===== src/rtl/id_rtype_decode_queue.sv =====
// Circular IF->ID buffer that pre-decodes SPECIAL/SPECIAL2/COP0 instructions at enqueue.
// Optional SPECIAL2 decode is enabled by defining CPU_DECODE_SPECIAL2_EN.
package id_rtype_decode_pkg;
   typedef enum logic [5:0] {
      OP_INVALID, OP_NOP,
      OP_AND, OP_OR, OP_XOR, OP_NOR,
      OP_MFHI, OP_MFLO, OP_MTHI, OP_MTLO, OP_MOVN, OP_MOVZ,
      OP_JR, OP_JALR,
      OP_SLL, OP_SRL, OP_SRA, OP_SLLV, OP_SRLV, OP_SRAV,
      OP_ADD, OP_ADDU, OP_SUB, OP_SUBU, OP_SLT, OP_SLTU,
      OP_MULT, OP_MULTU,
      OP_MFC0, OP_MTC0, OP_ERET,
      OP_CLZ, OP_CLO, OP_MADD, OP_MADDU, OP_MSUB, OP_MSUBU, OP_MUL
   } op_e;

   typedef struct packed {
      op_e         op;
      logic [4:0]  raddr1;
      logic [4:0]  raddr2;
      logic [4:0]  waddr;
      logic        we;
      logic        is_rtype;
      logic [31:0] inst;
      logic [31:0] pc;
   } entry_t;

   localparam logic [5:0] OPC_SPECIAL  = 6'b000000;
   localparam logic [5:0] OPC_SPECIAL2 = 6'b011100;
   localparam logic [5:0] OPC_COP0     = 6'b010000;
endpackage

module id_rtype_decode_queue
   import id_rtype_decode_pkg::*;
#(
   parameter int FETCH_WIDTH = 2,
   parameter int ISSUE_WIDTH = 2,
   parameter int DEPTH       = 8
) (
   input logic                clk,
   input logic                rst_n,
   id_rtype_decode_queue_if.slave bus
);
   localparam int PW = $clog2(DEPTH);
   localparam int OW = $clog2(DEPTH + 1);

   function automatic entry_t decode(input logic [31:0] inst, input logic [31:0] pc);
      entry_t     e;
      logic [5:0] opc;
      logic [5:0] funct;
      logic [4:0] rs;
      logic [4:0] rt;
      opc   = inst[31:26];
      funct = inst[5:0];
      rs    = inst[25:21];
      rt    = inst[20:16];
      e.inst     = inst;
      e.pc       = pc;
      e.op       = OP_INVALID;
      e.raddr1   = rs;
      e.raddr2   = rt;
      e.waddr    = inst[15:11];
      e.we       = 1'b1;
      e.is_rtype = (opc == OPC_SPECIAL) || (opc == OPC_SPECIAL2) || (opc == OPC_COP0);

      if (inst == 32'h0) begin
         e.op     = OP_NOP;
         e.raddr1 = '0;
         e.raddr2 = '0;
         e.waddr  = '0;
         e.we     = 1'b0;
      end else if (opc == OPC_SPECIAL) begin
         case (funct)
            6'h00: e.op = OP_SLL;   6'h02: e.op = OP_SRL;   6'h03: e.op = OP_SRA;
            6'h04: e.op = OP_SLLV;  6'h06: e.op = OP_SRLV;  6'h07: e.op = OP_SRAV;
            6'h08: e.op = OP_JR;    6'h09: e.op = OP_JALR;
            6'h0A: e.op = OP_MOVZ;  6'h0B: e.op = OP_MOVN;
            6'h10: e.op = OP_MFHI;  6'h11: e.op = OP_MTHI;
            6'h12: e.op = OP_MFLO;  6'h13: e.op = OP_MTLO;
            6'h18: e.op = OP_MULT;  6'h19: e.op = OP_MULTU;
            6'h20: e.op = OP_ADD;   6'h21: e.op = OP_ADDU;
            6'h22: e.op = OP_SUB;   6'h23: e.op = OP_SUBU;
            6'h24: e.op = OP_AND;   6'h25: e.op = OP_OR;
            6'h26: e.op = OP_XOR;   6'h27: e.op = OP_NOR;
            6'h2A: e.op = OP_SLT;   6'h2B: e.op = OP_SLTU;
            default: e.op = OP_INVALID;
         endcase
      end else if (opc == OPC_SPECIAL2) begin
`ifdef CPU_DECODE_SPECIAL2_EN
         case (funct)
            6'h20: begin e.op = OP_CLZ; e.raddr2 = '0; end
            6'h21: begin e.op = OP_CLO; e.raddr2 = '0; end
            6'h00: e.op = OP_MADD;
            6'h01: e.op = OP_MADDU;
            6'h04: e.op = OP_MSUB;
            6'h05: e.op = OP_MSUBU;
            6'h02: e.op = OP_MUL;
            default: e.op = OP_INVALID;
         endcase
`else
         e.op = OP_INVALID;
`endif
      end else if (opc == OPC_COP0) begin
         case (rs)
            5'b00000: begin
               e.op     = OP_MFC0;
               e.waddr  = rt;
               e.raddr1 = '0;
               e.raddr2 = '0;
            end
            5'b00100: begin
               e.op     = OP_MTC0;
               e.raddr1 = '0;
               e.we     = 1'b0;
            end
            5'b10000: begin
               e.op     = (funct == 6'b011000) ? OP_ERET : OP_INVALID;
               e.raddr1 = '0;
               e.we     = 1'b0;
            end
            default: e.op = OP_INVALID;
         endcase
      end

      // HI/LO, jump-register and multiply-accumulate ops consume registers but never write rd.
      if (e.op inside {OP_MTHI, OP_MTLO, OP_JR, OP_MULT, OP_MULTU,
                       OP_MADD, OP_MADDU, OP_MSUB, OP_MSUBU, OP_INVALID}) begin
         e.we    = 1'b0;
         e.waddr = '0;
      end
      return e;
   endfunction

   logic [PW-1:0] head;
   logic [PW-1:0] tail;
   logic [OW-1:0] occ;
   logic          in_ready;
   int            push_n;
   int            pop_n;
   entry_t        dec [FETCH_WIDTH];
   entry_t        mem [DEPTH];

   assign in_ready     = (DEPTH - int'(occ)) >= FETCH_WIDTH;
   assign bus.in_ready = in_ready;

   always_comb begin
      // NOTE: every comb output gets a default before any condition, so no path can infer a latch.
      push_n = 0;
      pop_n  = 0;
      if (bus.in_valid && in_ready && !bus.flush)
         push_n = (int'(bus.in_count) > FETCH_WIDTH) ? FETCH_WIDTH : int'(bus.in_count);
      if (!bus.flush)
         pop_n = (int'(bus.pop_count) > int'(occ)) ? int'(occ) : int'(bus.pop_count);
   end

   always_comb begin
      for (int i = 0; i < FETCH_WIDTH; i++) dec[i] = decode(bus.in_inst[i], bus.in_pc[i]);
   end

   always_ff @(posedge clk or negedge rst_n) begin
      // NOTE: state uses non-blocking assignments so every register samples pre-edge values.
      if (!rst_n) begin
         head <= '0;
         tail <= '0;
         occ  <= '0;
      end else if (bus.flush) begin
         head <= '0;
         tail <= '0;
         occ  <= '0;
      end else begin
         head <= head + PW'(pop_n);
         tail <= tail + PW'(push_n);
         occ  <= OW'(int'(occ) + push_n - pop_n);
      end
   end

   // NOTE: entry storage has no reset; occupancy alone decides which entries are meaningful.
   always_ff @(posedge clk) begin
      for (int i = 0; i < FETCH_WIDTH; i++) begin
         if (i < push_n) mem[tail + PW'(i)] <= dec[i];
      end
   end

   always_comb begin
      entry_t e;
      bus.out_valid    = '0;
      bus.out_op       = '0;
      bus.out_raddr1   = '0;
      bus.out_raddr2   = '0;
      bus.out_waddr    = '0;
      bus.out_we       = '0;
      bus.out_is_rtype = '0;
      bus.out_inst     = '0;
      bus.out_pc       = '0;
      for (int k = 0; k < ISSUE_WIDTH; k++) begin
         e = mem[head + PW'(k)];
         bus.out_valid[k]    = int'(occ) > k;
         bus.out_op[k]       = e.op;
         bus.out_raddr1[k]   = e.raddr1;
         bus.out_raddr2[k]   = e.raddr2;
         bus.out_waddr[k]    = e.waddr;
         bus.out_we[k]       = e.we;
         bus.out_is_rtype[k] = e.is_rtype;
         bus.out_inst[k]     = e.inst;
         bus.out_pc[k]       = e.pc;
      end
   end
endmodule


===== src/rtl/id_rtype_decode_queue_if.sv =====
// Issue-side bundle for the R-format decode queue: push lanes, issue slots, pop and flush.
// out_op carries the 6-bit encoding of id_rtype_decode_pkg::op_e.
interface id_rtype_decode_queue_if #(
   parameter int FETCH_WIDTH = 2,
   parameter int ISSUE_WIDTH = 2
);
   localparam int IN_CW  = $clog2(FETCH_WIDTH + 1);
   localparam int OUT_CW = $clog2(ISSUE_WIDTH + 1);

   logic                              flush;
   logic                              in_valid;
   logic [IN_CW-1:0]                  in_count;
   logic [FETCH_WIDTH-1:0][31:0]      in_inst;
   logic [FETCH_WIDTH-1:0][31:0]      in_pc;
   logic                              in_ready;

   logic [ISSUE_WIDTH-1:0]            out_valid;
   logic [ISSUE_WIDTH-1:0][5:0]       out_op;
   logic [ISSUE_WIDTH-1:0][4:0]       out_raddr1;
   logic [ISSUE_WIDTH-1:0][4:0]       out_raddr2;
   logic [ISSUE_WIDTH-1:0][4:0]       out_waddr;
   logic [ISSUE_WIDTH-1:0]            out_we;
   logic [ISSUE_WIDTH-1:0]            out_is_rtype;
   logic [ISSUE_WIDTH-1:0][31:0]      out_inst;
   logic [ISSUE_WIDTH-1:0][31:0]      out_pc;
   logic [OUT_CW-1:0]                 pop_count;

   modport master (
      output flush, in_valid, in_count, in_inst, in_pc, pop_count,
      input  in_ready, out_valid, out_op, out_raddr1, out_raddr2, out_waddr,
             out_we, out_is_rtype, out_inst, out_pc
   );

   modport slave (
      input  flush, in_valid, in_count, in_inst, in_pc, pop_count,
      output in_ready, out_valid, out_op, out_raddr1, out_raddr2, out_waddr,
             out_we, out_is_rtype, out_inst, out_pc
   );
endinterface


===== src/flat_wrapper.sv =====
// flat-port wrapper written by rule: the top's interface ports become plain ports
module id_rtype_decode_queue_flat import id_rtype_decode_pkg::*;
#(
   parameter int FETCH_WIDTH = 2,
   parameter int ISSUE_WIDTH = 2,
   parameter int DEPTH       = 8
)
  (clk, rst_n, bus_flush, bus_in_valid, bus_in_count, bus_in_inst, bus_in_pc, bus_pop_count, bus_in_ready, bus_out_valid, bus_out_op, bus_out_raddr1, bus_out_raddr2, bus_out_waddr, bus_out_we, bus_out_is_rtype, bus_out_inst, bus_out_pc);
  id_rtype_decode_queue_if #(.FETCH_WIDTH(FETCH_WIDTH), .ISSUE_WIDTH(ISSUE_WIDTH)) bus_i ();
  input logic clk;
  input logic rst_n;
  input wire logic [$bits(bus_i.flush)-1:0] bus_flush;
  input wire logic [$bits(bus_i.in_valid)-1:0] bus_in_valid;
  input wire logic [$bits(bus_i.in_count)-1:0] bus_in_count;
  input wire logic [$bits(bus_i.in_inst)-1:0] bus_in_inst;
  input wire logic [$bits(bus_i.in_pc)-1:0] bus_in_pc;
  input wire logic [$bits(bus_i.pop_count)-1:0] bus_pop_count;
  output wire logic [$bits(bus_i.in_ready)-1:0] bus_in_ready;
  output wire logic [$bits(bus_i.out_valid)-1:0] bus_out_valid;
  output wire logic [$bits(bus_i.out_op)-1:0] bus_out_op;
  output wire logic [$bits(bus_i.out_raddr1)-1:0] bus_out_raddr1;
  output wire logic [$bits(bus_i.out_raddr2)-1:0] bus_out_raddr2;
  output wire logic [$bits(bus_i.out_waddr)-1:0] bus_out_waddr;
  output wire logic [$bits(bus_i.out_we)-1:0] bus_out_we;
  output wire logic [$bits(bus_i.out_is_rtype)-1:0] bus_out_is_rtype;
  output wire logic [$bits(bus_i.out_inst)-1:0] bus_out_inst;
  output wire logic [$bits(bus_i.out_pc)-1:0] bus_out_pc;
  assign bus_i.flush = bus_flush;
  assign bus_i.in_valid = bus_in_valid;
  assign bus_i.in_count = bus_in_count;
  assign bus_i.in_inst = bus_in_inst;
  assign bus_i.in_pc = bus_in_pc;
  assign bus_i.pop_count = bus_pop_count;
  assign bus_in_ready = bus_i.in_ready;
  assign bus_out_valid = bus_i.out_valid;
  assign bus_out_op = bus_i.out_op;
  assign bus_out_raddr1 = bus_i.out_raddr1;
  assign bus_out_raddr2 = bus_i.out_raddr2;
  assign bus_out_waddr = bus_i.out_waddr;
  assign bus_out_we = bus_i.out_we;
  assign bus_out_is_rtype = bus_i.out_is_rtype;
  assign bus_out_inst = bus_i.out_inst;
  assign bus_out_pc = bus_i.out_pc;
  id_rtype_decode_queue #(.FETCH_WIDTH(FETCH_WIDTH), .ISSUE_WIDTH(ISSUE_WIDTH), .DEPTH(DEPTH)) u_core (.clk(clk), .rst_n(rst_n), .bus(bus_i));
endmodule

===== config.mk =====
export PLATFORM = sky130hd
export DESIGN_NAME = id_rtype_decode_queue_flat
export DESIGN_NICKNAME = d
export VERILOG_FILES = /design/src/rtl/id_rtype_decode_queue.sv /design/src/rtl/id_rtype_decode_queue_if.sv /design/src/flat_wrapper.sv
export SDC_FILE = /design/constraint.sdc
export NUM_CORES = 2
export LEC_CHECK = 0
export CAP_MARGIN = 5
export CORE_UTILIZATION = 40
export CTS_CLUSTER_DIAMETER = 120
export DETAILED_ROUTE_END_ITERATION = 7
export HOLD_SLACK_MARGIN = 0.08
export PLACE_DENSITY = 0.57
export SLEW_MARGIN = 5
export SYNTH_ARGS = -nofsm -noshare
export SYNTH_HDL_FRONTEND = slang
export SYNTH_SLANG_ARGS = --single-unit

===== constraint.sdc =====
create_clock -name clk -period 12.1 [get_ports clk]
set_clock_uncertainty 0.1 [all_clocks]
set_input_delay 3.63 -clock clk [delete_from_list [all_inputs] [get_ports clk]]
set_output_delay 3.63 -clock clk [all_outputs]
set_load 0.02 [all_outputs]

==> summary.md <==
| Metric | Value |
|---|---|
| Leading area contributor after synthesis | `edfxtp_1` |
| IO Port Bufs | `310` |
| Leakage Power | `17.4 nW` |
| Hold WC Path Type | `flip-flop to flip-flop` |
| Hold_ws | `0.587 ns` |
| Relative slew slack | `21.1%` |
| Register area | `0.0209 mm²` |
| Flops & latches, synth | `698` |
| CP Data Required Time | `8.37 ns` |
| Sequential element share of the synthesized area | `50.1%` |
| Vias | `30,900` |
| Initial Util | `40.3%` |
| Netlist Area Pre-Place | `0.0417 mm²` |
| Rows | `118` |
| Final Wtd Congestion | `0.824` |
| RSZ-0062 raised after global routing | `false` |
| Max cap viols | `0` |
| Footprint of the multi-input gates | `0.0193 mm²` |
| Ports | `313` |
| Hold buffers post-CTS | `0` |
| Final ANT Viol Nets | `0` |
| Synth cell count leaders | `nand2_1 (1,555), edfxtp_1 (688), mux4_2 (344)` |
| DRT Wirelength | `145,000 µm` |
| Number of synthesized flops with an enable pin | `688` |
| Vias in the first global route | `30,500` |
| Post-synth ARST share | `1.43%` |
| CP max FO | `137` |
| Drc violations | `0` |
| Total congestion overflow | `0` |
| Slew @ Worst Pin | `1.18 ns` |
| Final net count | `3,945` |
| Post-CTS setup buffer count | `0` |
| CTS tree | `built` |
| Hold Vio Cnt, Final | `0` |
| Drt first pass iters | `6` |
| Slew Viols, Final | `0` |
| Kind of critical path | `flip-flop to primary output` |
| CP startpoint kind | `flip-flop` |
| Core ar. | `0.103 mm²` |
| Max VDD drop | `197 µV` |
| Hold Startpoint | `u_core.occ[3]` |
| Final HPWL DP | `81,100 µm` |
| Final period util | `72.0%` |
| CTS resizes | `0` |
| Post-layout util | `46.6%` |
| Worst-Skew Late Latency | `0.63 ns` |
| Vias/cell | `5.91` |
| Global-route wire length before repair | `210,000 µm` |
| DR WL/cell | `27.7 µm` |
| Status | `completed` |
| Root buffer cell | `clkbuf_16` |
| GRT Total Usage | `27.2%` |
| Largest net degree at the start of global routing | `138` |
| Fmax achieved | `0.115 GHz` |
| Worst-path clk slew | `0.06 ns` |
| Die Y | `325 µm` |
| Count of different cell masters after synthesis | `69` |
| Drt initial violations | `3,422` |
| Setup violators final | `0` |
| YS warnings | `0` |
| CTS Sinks | `698` |
| Hold path cells | `3` |
| Num CTS Buffers | `82` |
| RR Startpoint | `u_core.occ[0]` |
| Worst EP arrival | `4.99 ns` |
| Clock buffer depth | `3` |
| Worst r2r dst | `u_core.mem[6][38]` |
| Die Area | `0.106 mm²` |
| Pwr/cell area | `185 mW/mm²` |
| Most common cell in the netlist | `nand2_1` |
| Number of antenna violations at the first check in global routing | `19` |
| Reg2reg path depth | `10` |
| Layout cells sized above 1 | `19.2%` |
| Synth area leaders | `edfxtp_1 (50%), mux4_2 (19%), nand2_1 (14%)` |
| Setup_tns | `0 ns` |
| P&R area growth vs syn | `15.6%` |
| Filler Cells Inserted | `9,198` |
| DIE WIDTH | `325 µm` |
| Area share of the largest cell type after synthesis | `49.5%` |
| H-Tree Depth | `3` |
| Hold endpoint | `u_core.occ[3]` |
| Leading register cell type out of synthesis | `edfxtp_1` |
| Reg2reg setup slack | `7.07 ns` |
| Gate Count Post-Synth | `3,721` |
| Period minus WS final | `8.72 ns` |
| CP endpoint kind | `primary output` |
| Syn_area_per_cell | `11.2 µm²` |
==> worst max-delay path by stage <==
stage | start | to | slack, ns | cells past startpoint
finish | u_core.head[0] | bus_out_inst[6] | 3.38 | 5
global route | u_core.head[0] | bus_out_inst[6] | 3.06 | 5
global placement | bus_flush | u_core.mem[6][31] | 3.83 | 8
detailed placement | bus_flush | u_core.mem[6][30] | 3.73 | 8
floorplan | bus_in_valid | u_core.mem[0][0] | 0.82 | 5
CTS | u_core.head[0] | bus_out_inst[15] | 3.28 | 5
==> cell families (layout without fill, tap and decap cells) <==
| logic type | Yosys count | count (layout) | share of synthesized area [%] |
|---|---|---|---|
| mux | 553 | 553 | 24.1 |
| buf+inv | 414 | 531 | 4.06 |
| flops | 698 | 698 | 50.1 |
| compound gates | 264 | 264 | 3.77 |
| xor+xnor | 10 | 10 | 0.210 |
| fa+ha+maj | 33 | 33 | 1.06 |
| other cells | 2 | 18 | 0.0180 |
| simple gates | 1747 | 1747 | 16.6 |
==> critical path, cell delays in order (launching register included) <==
cell and delay, ns:
dfrtp_4 1.05, buf_12 0.70, buf_4 0.85, mux4_2 0.61
mux2_2 0.31, clkdlybuf4s50_1 0.56
==> placed cells by master, fill, tap and decap left out, drive strengths merged, types with 8 or more instances in the layout <==
master,count
a21oi,23
a22o,8
and3,10
buf,53
clkbuf,106
clkdlybuf4s50,310
clkinv,35
dfrtp,10
diode,15
edfxtp,688
ha,29
inv,21
mux2,182
mux2i,27
mux4,344
nand2,1555
nand2b,9
nand3,50
nor2,44
nor2b,10
nor3,13
nor4,16
o21ai,148
o22ai,42
==> cell type report <==
cell class                 count  area share (%)
sequential                   698            43.4
multi-input combinational   2610            40.1
timing repair buffer         363            7.39
clock buffer                 106            4.58
tap                         1380            3.58
clock inverter                41           0.675
inverter                      21           0.164
antenna                       15          0.0779
==> sequential cells by signal (all words and copies together), names as in the netlist <==
signal,cells
u_core.mem,688
u_core.occ,4
u_core.head,3
u_core.tail,3
==> per-layer routing <==
metal  track usage [%]  part of all wire, %  vias up
met5                 0                0.036        -
met1              36.5                   40    15500
met4              11.6                  3.9        8
li1                  -                    -    13500
met2              44.7                   48     1623
met3              3.40                  7.9      273
==> metrics by stage <==
step	cells	setup WS (ns)	total power [mW]	cell area (µm²)
2_1_floorplan	3722	0.819	5.26	41700
3_3_place_gp	5072	3.83	6.59	45600
3_5_place_dp	5072	3.73	6.60	45600
4_1_cts	5219	3.28	9.02	48200
5_1_grt	5233	3.06	9.26	48200
6_report	5234	3.38	8.94	48200
==> power breakdown <==
| part | leakage (nW) | switching, mW | internal [mW] | total [mW] |
|---|---|---|---|---|
| Combinational | 9.71 | 1.84 | 1.79 | 3.63 |
| Clock | 1.25 | 1.02 | 1.39 | 2.41 |
| Sequential | 6.43 | 0.109 | 2.79 | 2.90 |
Power figures use the tool's default switching activity.
